<file path="src/rtl/ieee754_pkg.sv">
// rtl/ieee754_pkg.sv - shared IEEE754 single-precision unpack types and constants
// Imported by the unpack stage, the MAC and the adder pipeline.
package ieee754_pkg;

  localparam int EXP_W    = 10;
  localparam int SIG_W    = 24;
  localparam int EXP_INF  = 255;
  localparam int BIAS     = 127;
  localparam int UNPACK_W = 3 + 1 + EXP_W + SIG_W;

  typedef enum logic [2:0] {
    CLS_ZERO   = 3'd0,
    CLS_NORM   = 3'd1,
    CLS_DENORM = 3'd2,
    CLS_INF    = 3'd3,
    CLS_QNAN   = 3'd4,
    CLS_SNAN   = 3'd5
  } ieee754_class_t;

  typedef struct packed {
    ieee754_class_t           cls;
    logic                     sign;
    logic signed [EXP_W-1:0]  exp;
    logic        [SIG_W-1:0]  sig;
  } unpacked_t;

  // dn folds a denormal into ZERO here so later stages only ever see the flushed class.
  function automatic ieee754_class_t classify(input logic [31:0] x, input logic dn);
    logic [7:0]  e;
    logic [22:0] f;
    e = x[30:23];
    f = x[22:0];
    if (e == 8'd0) begin
      classify = ((f == 23'd0) || dn) ? CLS_ZERO : CLS_DENORM;
    end else if (e == 8'hFF) begin
      if (f == 23'd0)  classify = CLS_INF;
      else if (f[22])  classify = CLS_QNAN;
      else             classify = CLS_SNAN;
    end else begin
      classify = CLS_NORM;
    end
  endfunction

endpackage

</file>
<file path="src/rtl/ieee754_lzc24.sv">
// rtl/ieee754_lzc24.sv - leading-zero count over a 23-bit fraction
// Result is 0..23; 23 means the fraction is all zeros.
module ieee754_lzc24 (
  input  logic [22:0] i_frac,
  output logic [4:0]  o_lzc
);

  // Scanning upward lets the highest set bit win the final assignment.
  always_comb begin
    o_lzc = 5'd23;
    for (int i = 0; i < 23; i++) begin
      if (i_frac[i]) o_lzc = 5'(22 - i);
    end
  end

endmodule

</file>
<file path="src/rtl/ieee754_unpack.sv">
// rtl/ieee754_unpack.sv - two-stage operand classify/normalize stage feeding the MAC
// S1 captures raw operands, class and LZC; S2 captures normalized significands and exponents.
module ieee754_unpack
  import ieee754_pkg::*;
#(
  parameter int TAG_W = 4
) (
  input  logic                clk,
  input  logic                rst_n,
  input  logic                in_valid,
  output logic                in_ready,
  input  logic [31:0]         src_a,
  input  logic [31:0]         src_b,
  input  logic [31:0]         src_c,
  input  logic                subtract,
  input  logic                dn,
  input  logic [TAG_W-1:0]    tag,
  output logic                out_valid,
  input  logic                out_ready,
  output logic [UNPACK_W-1:0] out_a,
  output logic [UNPACK_W-1:0] out_b,
  output logic [UNPACK_W-1:0] out_c,
  output logic                out_subtract,
  output logic [TAG_W-1:0]    out_tag,
  output logic                out_invalid
);

  logic                w_s1_adv;
  logic                w_s2_adv;
  logic [31:0]         w_src [3];
  logic [4:0]          w_lzc [3];
  unpacked_t           w_unp [3];
  logic                w_invalid;

  logic                r_s1_valid;
  logic [31:0]         r_s1_src [3];
  ieee754_class_t      r_s1_cls [3];
  logic [4:0]          r_s1_lzc [3];
  logic                r_s1_subtract;
  logic [TAG_W-1:0]    r_s1_tag;

  logic                r_s2_valid;
  unpacked_t           r_out [3];
  logic                r_out_subtract;
  logic [TAG_W-1:0]    r_out_tag;
  logic                r_out_invalid;

  // in_ready is combinational from out_ready through the advance chain.
  assign w_s2_adv = !r_s2_valid || out_ready;
  assign w_s1_adv = !r_s1_valid || w_s2_adv;
  assign in_ready = w_s1_adv;

  assign w_src[0] = src_a;
  assign w_src[1] = src_b;
  assign w_src[2] = src_c;

  for (genvar g = 0; g < 3; g++) begin : g_lzc
    ieee754_lzc24 u_lzc (
      .i_frac (w_src[g][22:0]),
      .o_lzc  (w_lzc[g])
    );
  end

  always_ff @(posedge clk or negedge rst_n) begin
    if (!rst_n) begin
      r_s1_valid    <= 1'b0;
      r_s1_subtract <= 1'b0;
      r_s1_tag      <= '0;
      for (int i = 0; i < 3; i++) begin
        r_s1_src[i] <= '0;
        r_s1_cls[i] <= CLS_ZERO;
        r_s1_lzc[i] <= '0;
      end
    end else if (w_s1_adv) begin
      r_s1_valid <= in_valid;
      if (in_valid) begin
        r_s1_subtract <= subtract;
        r_s1_tag      <= tag;
        for (int i = 0; i < 3; i++) begin
          r_s1_src[i] <= w_src[i];
          r_s1_cls[i] <= classify(w_src[i], dn);
          r_s1_lzc[i] <= w_lzc[i];
        end
      end
    end
  end

  // Denormal shift is lzc+1 (1..23) so the top fraction one lands on bit 23; exp = -lzc.
  function automatic unpacked_t unpack_op(input logic [31:0] x, input ieee754_class_t cls,
                                          input logic [4:0] lzc);
    unpacked_t  u;
    logic [4:0] sh;
    u.cls  = cls;
    u.sign = x[31];
    u.exp  = '0;
    u.sig  = '0;
    sh     = lzc + 5'd1;
    case (cls)
      CLS_NORM: begin
        u.exp = {2'b00, x[30:23]};
        u.sig = {1'b1, x[22:0]};
      end
      CLS_DENORM: begin
        u.exp = -$signed({5'd0, lzc});
        u.sig = {1'b0, x[22:0]} << sh;
      end
      CLS_INF: begin
        u.exp = EXP_W'(EXP_INF);
        u.sig = {1'b1, 23'd0};
      end
      CLS_QNAN, CLS_SNAN: begin
        u.exp = EXP_W'(EXP_INF);
        u.sig = {1'b1, x[22:0]};
      end
      default: ;
    endcase
    return u;
  endfunction

  always_comb begin
    w_invalid = 1'b0;
    for (int i = 0; i < 3; i++) begin
      w_unp[i]  = unpack_op(r_s1_src[i], r_s1_cls[i], r_s1_lzc[i]);
      w_invalid = w_invalid | (r_s1_cls[i] == CLS_SNAN);
    end
  end

  always_ff @(posedge clk or negedge rst_n) begin
    if (!rst_n) begin
      r_s2_valid     <= 1'b0;
      r_out_subtract <= 1'b0;
      r_out_tag      <= '0;
      r_out_invalid  <= 1'b0;
      for (int i = 0; i < 3; i++) r_out[i] <= '0;
    end else if (w_s2_adv) begin
      r_s2_valid <= r_s1_valid;
      if (r_s1_valid) begin
        r_out_subtract <= r_s1_subtract;
        r_out_tag      <= r_s1_tag;
        r_out_invalid  <= w_invalid;
        for (int i = 0; i < 3; i++) r_out[i] <= w_unp[i];
      end
    end
  end

  assign out_valid    = r_s2_valid;
  assign out_a        = r_out[0];
  assign out_b        = r_out[1];
  assign out_c        = r_out[2];
  assign out_subtract = r_out_subtract;
  assign out_tag      = r_out_tag;
  assign out_invalid  = r_out_invalid;

endmodule

</file>
<file path="config.mk">
export PLATFORM = sky130hd
export DESIGN_NAME = ieee754_unpack
export DESIGN_NICKNAME = d
export VERILOG_FILES = /design/src/rtl/ieee754_pkg.sv /design/src/rtl/ieee754_lzc24.sv /design/src/rtl/ieee754_unpack.sv
export SDC_FILE = /design/constraint.sdc
export NUM_CORES = 1
export LEC_CHECK = 0
export BUFFER_PORTS_ARGS = -buffer_cell sky130_fd_sc_hd__buf_2
export CORE_UTILIZATION = 40
export DETAILED_ROUTE_END_ITERATION = 7
export GPL_ROUTABILITY_DRIVEN = 0
export GPL_TIMING_DRIVEN = 0
export PLACE_DENSITY_LB_ADDON = 0.12
export SETUP_SLACK_MARGIN = 0.15
export SLEW_MARGIN = 10
export SYNTH_ARGS = -nofsm -noshare
export SYNTH_HDL_FRONTEND = slang
export SYNTH_HIERARCHICAL = 1
export SYNTH_SLANG_ARGS = --single-unit
</file>
<file path="constraint.sdc">
create_clock -name clk -period 4.1 [get_ports clk]
set_input_delay 0.82 -clock clk [delete_from_list [all_inputs] [get_ports clk]]
set_output_delay 0.82 -clock clk [all_outputs]
set_load 0.01 [all_outputs]
</file>
==> results.sh <==
export IMPL_outcome="finished clean"
export IMPL_synth_top_family_by_area="multiplexers"
export IMPL_cp_required_ns=4.56
export IMPL_cp_common_cell="buf_2"
export IMPL_seq_power_share=0.374
export IMPL_grt_start_max_net_pins=104
export IMPL_port_buffers=227
export IMPL_drt_vias_per_instance=6.02
export IMPL_crit_arrival_ns=3.80
export IMPL_slowest_delay_ns=0.48
export IMPL_synth_fp_nets=1597
export IMPL_min_period_over_period=0.815
export IMPL_path_class="reg2reg"
export IMPL_grt_pass1_vias=12900
export IMPL_drt_iter0_markers=1414
export IMPL_swShare=0.343
export IMPL_path_cells="buf_6, buf_6, buf_2, inv_1, ha_1, buf_2, buf_2, buf_4, mux2i_1, nor2_1, o311ai_0, o21ai_1"
export IMPL_drv_cap=0
export IMPL_drtAntennaViolNets=0
export IMPL_cts_hold_buffers_added=0
export IMPL_ys_ff_latch=247
export IMPL_vdd_drop_max_mv=0.300
export IMPL_clockRootBuffer="clkbuf_16"
export IMPL_worst_setup_path_end_kind="flip-flop"
export IMPL_synth_mux_area_frac=0.208
export IMPL_path_buf_inv=7
export IMPL_tightest_slew_ns=1.04
export IMPL_synth_edf_count=0
export IMPL_hold_viol=0
export IMPL_crit_path_start_kind="flip-flop"
export IMPL_p_switching_uw=2950
export IMPL_p_leak_uw=0.00783
export IMPL_hold_path_class="in2async"
export IMPL_synth_seq_area_share=0.414
export IMPL_cts_tree="done"
export IMPL_ctsResizeCount=0
export IMPL_initial_utilization=0.407
export IMPL_post_cts_buffers=0
export IMPL_maxSlewViolCount=0
export IMPL_tns_ns=0
export IMPL_ios=228
export IMPL_drc_errors=0
export IMPL_rsz0062_at_grt="false"
export IMPL_drive_above_1_share=0.300
export IMPL_die_w_um=195
export IMPL_finalWorstSetupSlack_ns=0.759
export IMPL_synth_cells=1482
export IMPL_synth_cell_types=77
export IMPL_cts_buffer_depth=3
export IMPL_clockPowerShare=0.316
export IMPL_wl_per_cell_um=23.4
export IMPL_routed_via_count=13400
export IMPL_maxSlewHeadroom=0.300
export IMPL_skew_ns=0.0156
export IMPL_synthToLayoutAreaGrowth_pct=18.7
export IMPL_synth_compound_area_share=0.162
export IMPL_cts_sinks=247
export IMPL_synthAdderAreaFrac=0.00754
export IMPL_core_um2=36700
export IMPL_synth_area_um2=14900
export IMPL_ys_warn_count=6
export IMPL_synthArstFlopShare=1.00
export IMPL_firstDrtPassIters=7
export IMPL_grt_pass1_wl_um=79800
export IMPL_fin_crit_ns=3.34
export IMPL_nets=1857
export IMPL_synth_top_flop_cell="dfrtp_1"
export IMPL_pre_cts_slack_ns=0.739
export IMPL_clkSlewWorstSetupHoldPaths_ns=0.07
export IMPL_synth_xor_area_frac=0.0182
export IMPL_critical_path_top_delay_family="buffers and inverters"
export IMPL_synth_simple_gate_area_share=0.146
export IMPL_insertion_delay_ns=0.58
export IMPL_power_total_uw=8610
export IMPL_numCtsBuffers=29
export IMPL_die_y_um=195
export IMPL_h_tree_depth=1
export IMPL_critPathMaxFanout=10
export IMPL_finalSetupViolations=0
export IMPL_antenna_found_initial=2
export IMPL_p_per_area_nw_per_um2=486
export IMPL_fmax_mhz=299
export IMPL_grt_util_all_layers=0.271
export IMPL_intPower_uw=5660
export IMPL_dieArea_um2=38100
export IMPL_row_count=70
export IMPL_routed_wl_um=52300
export IMPL_syn_area_per_cell_um2=10.1
export IMPL_place_detailed_hpwl_um=39600
export IMPL_crit_path_top_delay_cell="o311ai_0"
export IMPL_comb_power_share=0.310
export IMPL_grt_ovfl_total=0
-- registers in the layout, summed over array words and instances (netlist names), 4 cells and up --
| name | count |
|---|---|
| r_s1_src | 96 |
| r_s1_lzc | 15 |
| r_s1_tag | 4 |
| out_b | 38 |
| out_c | 38 |
| out_tag | 4 |
| r_s1_cls | 9 |
| out_a | 38 |
-- layer usage --
metal  share of wire  track usage  vias up
li1                -            -     6072
met3           0.085       0.0554       99
met5               0            0        -
met1            0.44        0.389     6643
met2            0.44        0.415      625
met4           0.028       0.0726        0
-- synth_stat cells, types with 5 or more instances --
master    count  area share
a211oi_1     19      0.0096
a21oi_1      51       0.017
a221o_1      10      0.0067
a221oi_1      8      0.0047
a22o_1       17       0.010
a22oi_1      48       0.024
a31oi_1       9      0.0038
a32oi_1       7      0.0041
and2_1        8      0.0034
and3_1        8      0.0034
buf_1        10      0.0025
buf_2        34       0.011
buf_4        11      0.0055
buf_6         7      0.0053
clkbuf_1     38      0.0096
dfrtp_1     247        0.41
ha_1          9      0.0075
inv_1        26      0.0065
mux2_2      139        0.10
mux2i_1      47       0.032
mux4_1        6       0.011
mux4_2       39       0.059
nand2_1     200       0.050
nand2b_1      9      0.0038
nand3_1      38       0.013
nand4_1      10      0.0042
nor2_1      102       0.026
nor2b_1      12      0.0050
nor3_1       32       0.011
nor3b_1       5      0.0025
nor4_1       37       0.016
o211ai_1     10      0.0050
o21ai_0     108       0.036
o221ai_1      5      0.0029
o31ai_1      10      0.0050
xnor2_1      16      0.0094
-- path summary, 6_finish.rpt --
path                                    from            to  slack [ns]  cells past startpoint
worst max-delay path            r_s1_lzc[10]     out_a[16]        0.76                     12
worst min-delay path                   rst_n  r_s1_src[34]        0.15                      1
worst max register to register  r_s1_lzc[10]     out_a[16]        0.76                     12
worst min register to register   r_s1_tag[3]    out_tag[3]        0.46                      2
max in group asynchronous              rst_n     out_a[34]        2.63                      3
min in group clk                 r_s1_tag[3]    out_tag[3]        0.46                      2
-- cells by family (layout without fill, tap and decap cells) --
| group | count (synthesis) | in the layout |
|---|---|---|
| buf+inv | 132 | 414 |
| flops | 247 | 247 |
| other cells | 0 | 2 |
| xor+xnor | 25 | 25 |
| mux | 233 | 233 |
| simple gates | 477 | 477 |
| fa+ha+maj | 9 | 9 |
| compound gates | 359 | 359 |
-- worst register-to-register path: stages, from the launching register on --
cell      delay, ns
dfrtp_1        0.37
buf_6          0.15
buf_6          0.18
buf_2          0.27
inv_1          0.09
ha_1           0.28
buf_2          0.29
buf_2          0.34
buf_4          0.26
mux2i_1        0.35
nor2_1         0.07
o311ai_0       0.48
o21ai_1        0.10
-- final cells by class --
cell class	count	area, um2
fillers	3502	19000
multi-input cells	1103	8090
flip-flops and latches	247	6180
repair buffers	229	1200
clock buffers	37	806
well taps	468	586
plain buffers	104	561
clock inverters	16	190
inverters	28	105
diodes	2	5.00
-- cell usage in the layout, fill, tap and decap left out, drive strengths merged, types with 5 or more instances in the layout --
master	instances
xor2	5
o221ai	5
a22o	17
inv	28
nand4	10
o31ai	10
nand2b	9
clkinv	11
mux4	46
nor3b	5
a221o	10
nor2b	12
and3	8
buf	291
a22oi	48
nor2	103
o21ai	111
o211ai	10
a221oi	8
nand2	200
xnor2	20
mux2	140
a21oi	51
and2	8
mux2i	47
nor3	32
nor4	37
o311ai	7
a211oi	19
a31oi	9
ha	9
a2111oi	5
a32oi	7
dfrtp	247
clkbuf	79
nand3	38
-- metrics by stage --
| stage | instances | hold slack [ns] | utilization | instance area [um2] |
|---|---|---|---|---|
| after floorplan | 1482 | 0.433 | - | 14900 |
| after detailed placement | 2179 | 0.458 | 0.456 | 16700 |
| after global placement | 2177 | 0.446 | 0.454 | 16700 |
| after global routing | 2234 | 0.182 | 0.483 | 17700 |
| final | 2234 | 0.150 | 0.483 | 17700 |
| after CTS | 2232 | 0.163 | 0.483 | 17700 |
-- power groups by stage --
stage / Combinational, uW / Clock (uW) / Sequential [uW]
final: 2670 / 2720 / 3220
after CTS: 2650 / 2770 / 3210
after detailed placement: 2640 / 0 / 3250
after floorplan: 1640 / 0 / 3210
after global placement: 2610 / 0 / 3250
after global routing: 2880 / 2860 / 3270
Note: power is estimated with default switching activity, not from simulation.
